### src/rtl/bcd_timer_ctrl.sv
// bcd_timer_ctrl: cascaded-decade BCD up/down timer with a start/stop/hold
// control FSM.
//
// Optional build macro: BCD_TIMER_RELOAD_EN. When it is defined, a run that
// reaches its terminal count reloads on the next edge and keeps running
// (periodic mode), and done never asserts. In the default build (macro
// undefined) a run stops in DONE at its terminal count.
//
// Ports:
//   clk     - clock, all state changes on the rising edge
//   rst     - synchronous active-high reset
//   start   - begin a run from IDLE/DONE, resume from HOLD
//   stop    - pause a run, or abort from HOLD to IDLE; wins over start
//   dwn_up  - direction, 0 = up, 1 = down; sampled only in LOAD
//   preset  - packed BCD target, digit 0 in bits [3:0]
//   count   - packed BCD current count
//   busy    - high in LOAD, RUN and HOLD
//   done    - high only in DONE
//   tc      - one-cycle pulse per terminal-count event
//   err     - sticky flag, a preset digit above 9 was clamped to 9
module bcd_timer_ctrl #(
    parameter int unsigned DIGITS = 4
) (
    input  logic                clk,
    input  logic                rst,
    input  logic                start,
    input  logic                stop,
    input  logic                dwn_up,
    input  logic [4*DIGITS-1:0] preset,
    output logic [4*DIGITS-1:0] count,
    output logic                busy,
    output logic                done,
    output logic                tc,
    output logic                err
);

    localparam int unsigned W = 4 * DIGITS;

    typedef enum logic [2:0] {
        S_IDLE,
        S_LOAD,
        S_RUN,
        S_HOLD,
        S_DONE
    } state_t;

    state_t         state;
    logic           dir;
    logic [W-1:0]   limit;

    logic [W-1:0]   clamped;
    logic           preset_bad;
    logic [W-1:0]   load_val;
    logic           load_term;
    logic [W-1:0]   stepped;
    logic           stepped_term;
    logic [3:0]     digit;
    logic           carry;

    // Preset digits above 9 are clamped to 9 and flagged.
    always_comb begin
        clamped    = '0;
        preset_bad = 1'b0;
        for (int unsigned i = 0; i < DIGITS; i++) begin
            if (preset[4*i +: 4] > 4'd9) begin
                clamped[4*i +: 4] = 4'd9;
                preset_bad        = 1'b1;
            end else begin
                clamped[4*i +: 4] = preset[4*i +: 4];
            end
        end
    end

    // Load value depends on the direction being latched in the same cycle.
    // Both directions are already terminal when the limit is zero.
    always_comb begin
        load_val  = dwn_up ? clamped : '0;
        load_term = (clamped == '0);
    end

    // One BCD step: a digit moves only while every lower digit wraps.
    always_comb begin
        stepped = count;
        carry   = 1'b1;
        digit   = 4'd0;
        for (int unsigned i = 0; i < DIGITS; i++) begin
            digit = count[4*i +: 4];
            if (carry) begin
                if (dir) begin
                    if (digit == 4'd0) begin
                        stepped[4*i +: 4] = 4'd9;
                    end else begin
                        stepped[4*i +: 4] = digit - 4'd1;
                        carry             = 1'b0;
                    end
                end else begin
                    if (digit >= 4'd9) begin
                        stepped[4*i +: 4] = 4'd0;
                    end else begin
                        stepped[4*i +: 4] = digit + 4'd1;
                        carry             = 1'b0;
                    end
                end
            end
        end
        stepped_term = dir ? (stepped == '0) : (stepped == limit);
    end

`ifdef BCD_TIMER_RELOAD_EN
    logic           run_at_term;
    logic [W-1:0]   reload_val;

    // Periodic mode: a count sitting at terminal is replaced by the reload value.
    always_comb begin
        run_at_term = dir ? (count == '0) : (count == limit);
        reload_val  = dir ? limit : '0;
    end
`endif

    // Control FSM with registered outputs; busy/done track the next state.
    always_ff @(posedge clk) begin
        if (rst) begin
            state <= S_IDLE;
            count <= '0;
            busy  <= 1'b0;
            done  <= 1'b0;
            tc    <= 1'b0;
            err   <= 1'b0;
            dir   <= 1'b0;
            limit <= '0;
        end else begin
            tc <= 1'b0;
            unique case (state)
                S_IDLE, S_DONE: begin
                    if (start && !stop) begin
                        state <= S_LOAD;
                        busy  <= 1'b1;
                        done  <= 1'b0;
                    end
                end

                S_LOAD: begin
                    dir   <= dwn_up;
                    limit <= clamped;
                    err   <= preset_bad;
                    count <= load_val;
                    if (load_term) begin
`ifdef BCD_TIMER_RELOAD_EN
                        state <= S_RUN;
                        tc    <= 1'b1;
`else
                        state <= S_DONE;
                        busy  <= 1'b0;
                        done  <= 1'b1;
                        tc    <= 1'b1;
`endif
                    end else begin
                        state <= S_RUN;
                    end
                end

                S_RUN: begin
                    if (stop) begin
                        state <= S_HOLD;
                    end else begin
`ifdef BCD_TIMER_RELOAD_EN
                        if (run_at_term) begin
                            count <= reload_val;
                            tc    <= (limit == '0);
                        end else begin
                            count <= stepped;
                            tc    <= stepped_term;
                        end
`else
                        count <= stepped;
                        if (stepped_term) begin
                            state <= S_DONE;
                            busy  <= 1'b0;
                            done  <= 1'b1;
                            tc    <= 1'b1;
                        end
`endif
                    end
                end

                S_HOLD: begin
                    if (stop) begin
                        state <= S_IDLE;
                        busy  <= 1'b0;
                        count <= '0;
                    end else if (start) begin
                        state <= S_RUN;
                    end
                end

                default: begin
                    state <= S_IDLE;
                    busy  <= 1'b0;
                    done  <= 1'b0;
                end
            endcase
        end
    end

endmodule

### config.mk
export PLATFORM = sky130hd
export DESIGN_NAME = bcd_timer_ctrl
export DESIGN_NICKNAME = d
export VERILOG_FILES = /design/src/rtl/bcd_timer_ctrl.sv
export SDC_FILE = /design/constraint.sdc
export NUM_CORES = 1
export LEC_CHECK = 0
export BUFFER_PORTS_ARGS = -buffer_cell sky130_fd_sc_hd__buf_2
export CAP_MARGIN = 20
export CELL_PAD_IN_SITES_DETAIL_PLACEMENT = 0
export CELL_PAD_IN_SITES_GLOBAL_PLACEMENT = 2
export CORE_MARGIN = 1
export CORE_UTILIZATION = 37
export CTS_BUF_LIST = sky130_fd_sc_hd__clkbuf_4
export CTS_CLUSTER_DIAMETER = 60
export DETAILED_ROUTE_END_ITERATION = 8
export PLACE_DENSITY_LB_ADDON = 0.1
export SLEW_MARGIN = 20
export SYNTH_ARGS = -nofsm -noshare
export SYNTH_HDL_FRONTEND = slang
export SYNTH_SLANG_ARGS = --single-unit
export TNS_END_PERCENT = 1
### constraint.sdc
create_clock -name clk -period 7.9 [get_ports clk]
set_input_delay 0.395 -clock clk [delete_from_list [all_inputs] [get_ports clk]]
set_output_delay 0.395 -clock clk [all_outputs]
set_load 0.03 [all_outputs]
==> impl_metrics.toml, run 1 <==
[placement]
port-buffer-count = 40
place_congestion = 0.7915
dpl_worst_slack_ps = 4150
hpwlAfterDp_um = 6670

[routing]
drtIter0Drc = 120
firstDrtPassIters = 5
avgRoutedWirePerCell_um = 16.53
wl_met2_um = 3898
drc = 0
via_count = 3152
via_per_inst = 5.679
ant_nets = 0
dr_wl_met3_um = 342
dr.max_layer_used = "met4"
wl_met1_um = 4790
drt_wl_total_um = 9175

[critical_path]
cp-start-kind = "register"
path_class = "register to register"
timing.rr.start = "count[0]"
cp_max_fo = 15
worstPathArrival_ps = 4050
crit_required_ps = 8180
ff2ff_setup_slack_ps = 4120
cp-end-kind = "register"
crit_start = "count[0]"
r2r_cells = 11
r2r_end = "state[1]"

[logic_synthesis]
synth_top_area_share = 0.2519
synth_xor_area_frac = 0.05785
synth_adder_area_share = 0.04723
ys.flop_type = "dfxtp_1"
synth_seq_cells = 40
yosys.area.top_type = "dfxtp_1"
synthMuxAreaShare = 0.01850
async_reset_ff_frac = 0
synth-edff-count = 0
syn_nets = 461
synth.avg_cell_area_um2 = 7.428
synth.distinct_cells = 67
synth_compound_area_frac = 0.2924
synth_cells = 428
synth-simple-area-share = 0.2751
ys_seq_area_frac = 0.2519
synth_area_um2 = 3179
netlist_top_cells_area = "dfxtp_1 (25%), nor2_1 (6.6%), a21oi_1 (5.5%), ha_1 (4.7%), nand2_1 (4.3%)"
synth_top_family_by_area = "compound AO/OA/AOI/OAI gates"
yosysWarnings = 0

[timing]
final-hold-violation-count = 0
fin_setup_tns_ps = 0
setup_slack_ps = 4121
skew_ps = 10.73
clock.fmax_mhz = 264.7
tightest_slew_ps = 845.6
rsz0062_at_grt = "no"
finalCritPeriodShare = 0.4783
setup_viol = 0
final.min_clock_period_ps = 3779
slew_violations = 0
relSlewSlack = 0.4362

[clock_tree]
hold_buffers = 0
clock_latency_ps = 370
clockBufferDepth = 2
cts-root-buf = "clkbuf_4"
numCtsBuffers = 5
htree_levels = 2
cts_resized = 0
clk_pin_slew_ps = 140
cts.sink_count = 40
post_cts_buffers = 0
cts_tree = "yes"

[floorplanning]
die_h_um = 94.70
start_util = 0.3850
core_region_area_um2 = 8258
num_rows = 33
die_w_um = 94.70
ios = 41
die_area_um2 = 8967

[finish]
nets = 482
fillerInstances = 898
syn_to_final_growth_pct = 9.563
final_layout_size_suffix_gt1_frac = 0.1756
diodes = 0

[pwr]
combPwrFrac = 0.327
internal-power_mw = 0.3129
powerDensity_nw_per_um2 = 148.1
power.share.sequential = 0.453
clkPwrFrac = 0.220
netSwitchingFraction = 0.3934
leakage_nw = 1.260
irDropWorstVdd_v = 0.00005778
p_sw_mw = 0.2029

[global_route]
grt_usage = 0.2141
grt_max_degree = 43
grt_first_pass_wirelength_um = 14880
antenna_found_initial = 0
overflow = 0
grt_pass1_vias = 2764

[run]
maxCapViolCount = 0

[outcome]
status = "complete, no violations"

[worst_hold_path]
hp-start = "dwn_up"
min_to = "dir"
worstHoldPathCells = 3
hold_path_class = "primary input to register"
[power by group through the flow]
| stage | combinational [mW] | sequential (mW) | clock (mW) |
|---|---|---|---|
| 2_1_floorplan | 0.120 | 0.240 | 0 |
| 6_report | 0.169 | 0.233 | 0.113 |
| 4_1_cts | 0.169 | 0.233 | 0.116 |
| 3_5_place_dp | 0.168 | 0.238 | 0 |
| 5_1_grt | 0.187 | 0.236 | 0.126 |
| 3_3_place_gp | 0.169 | 0.238 | 0 |
[sequential cells by signal, summed over array words and instances, names as in the netlist]
name,cells
count,16
state,3
dir,1
limit,16
err,1
busy,1
tc,1
done,1
[placed cells by master, fill, tap and decap left out, types with 3 or more instances in the layout]
cell type | synthesis | final
xnor2_1 | 13 | 13
o21ai_1 | 6 | 6
dfxtp_1 | 40 | 40
or2_2 | 5 | 5
buf_2 | 4 | 40
inv_1 | 17 | 17
nand3_1 | 4 | 4
nand2b_1 | 12 | 12
nor4_1 | 6 | 6
and2_1 | 3 | 3
a32oi_1 | 4 | 4
nand2_1 | 36 | 36
a21oi_1 | 35 | 35
a22oi_1 | 8 | 8
o21ai_0 | 18 | 18
o21a_1 | 5 | 5
ha_1 | 12 | 12
or3_1 | 5 | 5
a31oi_1 | 3 | 3
nor2b_1 | 7 | 7
xor2_1 | 8 | 8
nor3b_1 | 3 | 3
a31o_2 | 5 | 5
o31ai_1 | 3 | 3
nor2_1 | 56 | 55
a211oi_1 | 14 | 14
or3b_2 | 3 | 3
clkbuf_4 | 0 | 5
o221ai_1 | 6 | 6
nor3_1 | 13 | 12
o211ai_1 | 7 | 7
[layout make-up]
| cell class | count | area [um^2] | share of cell area |
|---|---|---|---|
| tap | 105 | 131.4 | 0.03772 |
| clock buffer | 5 | 37.54 | 0.01078 |
| multi-input combinational | 342 | 2205 | 0.6329 |
| clock inverter | 3 | 18.77 | 0.005388 |
| inverter | 17 | 63.81 | 0.01832 |
| timing repair buffer | 43 | 226.5 | 0.06501 |
| sequential | 40 | 800.8 | 0.2299 |
[synthesized netlist by cell type (all sizes together), types with 8 or more instances]
master	n
xor2	8
buf	8
nor2	56
a22oi	8
o21ai	24
clkbuf	21
nand2	36
a211oi	14
nand2b	12
xnor2	13
dfxtp	40
ha	12
inv	17
nor4	8
nor3	14
a21oi	35
[cell families after synthesis]
logic type,count (synthesis)
compound gates,135
xor+xnor,21
fa+ha+maj,12
buf+inv,46
flops,40
mux,5
simple gates,169
[worst max-delay path by stage]
stage / end / slack [ps] / cells after the start
finish: state[1] / 4120 / 11
global route: state[1] / 3870 / 11
CTS: state[1] / 4130 / 11
detailed placement: state[1] / 4150 / 11
global placement: state[1] / 4270 / 11
floorplan: state[1] / 4480 / 11
[critical path, stage by stage (launching register included)]
cell and delay, ps:
dfxtp_1 540, inv_1 110, ha_1 290, nor3b_1 200, o22a_1 400, or2_1 380
o31ai_1 560, xnor2_1 190, nand3_1 100, nor4_2 410, o21a_2 190, mux2_1 310
[metrics by stage]
stage | hold WS, ps | power (mW) | util | instance area [um^2] | cells
3_3_place_gp | 430.4 | 0.4068 | 0.4136 | 3416 | 546
6_report | 293.2 | 0.5158 | 0.4218 | 3483 | 555
2_1_floorplan | 448.1 | 0.3601 | - | 3179 | 428
3_5_place_dp | 445.1 | 0.4063 | 0.4150 | 3427 | 547
5_1_grt | 290.9 | 0.5493 | 0.4218 | 3483 | 555
4_1_cts | 287.4 | 0.5179 | 0.4218 | 3483 | 555
[routing by layer]
metal  GRT usage  up-vias
met5           0        -
li1            -     1590
met1      0.3272     1477
met3     0.02254       13
met2      0.3124       72
met4     0.05934        0
Power figures use the tool's default switching activity.
==> inputs of run 2 (changes only) <==
--- a/config.mk
+++ b/config.mk
@@ -10,7 +10,7 @@
 export CELL_PAD_IN_SITES_DETAIL_PLACEMENT = 0
 export CELL_PAD_IN_SITES_GLOBAL_PLACEMENT = 2
 export CORE_MARGIN = 1
-export CORE_UTILIZATION = 37
+export CORE_UTILIZATION = 35
 export CTS_BUF_LIST = sky130_fd_sc_hd__clkbuf_4
 export CTS_CLUSTER_DIAMETER = 60
 export DETAILED_ROUTE_END_ITERATION = 8
==> constraint.sdc (replaced) <==
create_clock -name clk -period 3.52 [get_ports clk]
set_input_delay 0.176 -clock clk [delete_from_list [all_inputs] [get_ports clk]]
set_output_delay 0.176 -clock clk [all_outputs]
set_load 0.03 [all_outputs]
==> run 2 against run 1 <==
Effect of this change:
- register-to-register slack got worse by 3900 ps
- clock skew rose by 3.4 ps
- critical path type unchanged
- sequential cell count did not move
- clock power rose to 2.9 times the previous value
==> impl_metrics.toml, run 2 (same netlist as run 1, synthesis figures left out) <==
[outcome]
status = "complete, no violations"

[floorplanning]
start_util = 0.3628
core_region_area_um2 = 8763
die_h_um = 97.31
die_area_um2 = 9469
ios = 41
num_rows = 34
die_w_um = 97.31

[pwr]
p_total_mw = 1.253
irDropWorstVdd_v = 0.0001149
leakage_nw = 1.375
powerDensity_nw_per_um2 = 343.2

[routing]
via_count = 3207
drt_wl_total_um = 9475
avgRoutedWirePerCell_um = 16.42
ant_nets = 0
drc = 0
firstDrtPassIters = 4
via_per_inst = 5.558
drtIter0Drc = 134

[timing]
final.min_clock_period_ps = 3270
setup_viol = 0
slew_violations = 0
finalCritPeriodShare = 0.9289
tightest_slew_ps = 961.9
clock.fmax_mhz = 305.8
final-hold-violation-count = 0
relSlewSlack = 0.3581
fin_setup_tns_ps = 0
skew_ps = 14.15
rsz0062_at_grt = "no"

[global_route]
met1_usage = 0.3040
grt_pass1_vias = 2968
grt_first_pass_wirelength_um = 15610
antenna_found_initial = 0
overflow = 0
busiest_layer = "met2"
grt_usage = 0.2047
grt_max_degree = 43
met2_usage = 0.3169
grtUsageMet3 = 0.02518

[critical_path]
r2r_cells = 11
worstPathArrival_ps = 3540
path_class = "register to register"
cp-end-kind = "register"
ff2ff_setup_slack_ps = 250
cp-start-kind = "register"
r2r_end = "state[1]"
crit_required_ps = 3790
timing.rr.start = "count[0]"
cp_max_fo = 6

[finish]
syn_to_final_growth_pct = 14.80
multi_input_area_um2 = 2205
final_common_cell = "nor2_1"
final_cell_mix = "nor2_1 (55), dfxtp_1 (40), buf_2 (40)"
nets = 501
ff_latch_area_um2 = 800.8
fillerInstances = 940
final_layout_size_suffix_gt1_frac = 0.2111
diodes = 0
top_regs = "count: 16 flops, limit: 16 flops, state: 3 flops"

[clock_tree]
cts_resized = 0
htree_levels = 2
numCtsBuffers = 5
cts_tree = "yes"
hold_buffers = 0
clockBufferDepth = 2
cts-root-buf = "clkbuf_4"
clk_pin_slew_ps = 140
cts.sink_count = 40
post_cts_buffers = 0
clock_latency_ps = 360

[worst_hold_path]
min_to = "limit[11]"
worstHoldPathCells = 3
hp-start = "preset[11]"
hold_path_class = "primary input to register"

[placement]
hpwlAfterDp_um = 7043
place_congestion = 0.7966
port-buffer-count = 40

[run]
maxCapViolCount = 0
-- run 2: routing by layer --
layer  vias to the layer above  share of wire
met5                         -              0
met4                         0         0.0054
met3                         4          0.031
met2                        56           0.44
met1                      1516           0.53
li1                       1631              -
-- run 2: layout make-up --
type,instances,area share
Multi-Input combinational cell,342,0.6040
Clock buffer,6,0.01234
Sequential cell,40,0.2194
Tap cell,108,0.03702
Timing Repair Buffer,62,0.1001
Inverter,17,0.01748
Clock inverter,2,0.009599
-- run 2: per-stage QoR --
| step | util | hold WS (ps) | instances | area (um^2) | setup slack [ps] |
|---|---|---|---|---|---|
| 2_1_floorplan | - | 312.0 | 428 | 3179 | 95.91 |
| 3_3_place_gp | 0.4073 | 434.2 | 569 | 3570 | 308.5 |
| 3_5_place_dp | 0.4073 | 439.7 | 569 | 3570 | 261.1 |
| 4_1_cts | 0.4165 | 92.59 | 577 | 3650 | 241.1 |
| 5_1_grt | 0.4165 | 97.74 | 577 | 3650 | 49.63 |
| 6_report | 0.4165 | 104.8 | 577 | 3650 | 250.4 |
-- run 2: where the power goes --
part | internal, mW | total (mW) | leakage, nW | switching, mW
sequential | 0.476 | 0.506 | 0.325 | 0.0299
combinational | 0.168 | 0.419 | 1.00 | 0.251
clock | 0.157 | 0.327 | 0.0456 | 0.171
total | 0.801 | 1.25 | 1.37 | 0.452
-- run 2: how the worst max path moves through the flow --
| stage | startpoint | endpoint | slack, ps | cells past startpoint |
|---|---|---|---|---|
| floorplan | count[0] | state[1] | 100 | 11 |
| CTS | count[9] | state[1] | 240 | 11 |
| global placement | count[1] | state[1] | 310 | 11 |
| finish | count[0] | state[1] | 250 | 11 |
| global route | count[0] | state[1] | 50 | 11 |
| detailed placement | count[9] | state[1] | 260 | 11 |
-- run 2: worst max-delay path, cell delays in order, from the launching register on --
cell	delay, ps
dfxtp_1	350
inv_1	80
ha_1	190
nor3b_1	410
o22a_1	320
buf_4	190
mux2_2	350
a2111o_1	430
nor4_4	280
nand2b_1	150
o21a_2	140
mux2_1	310
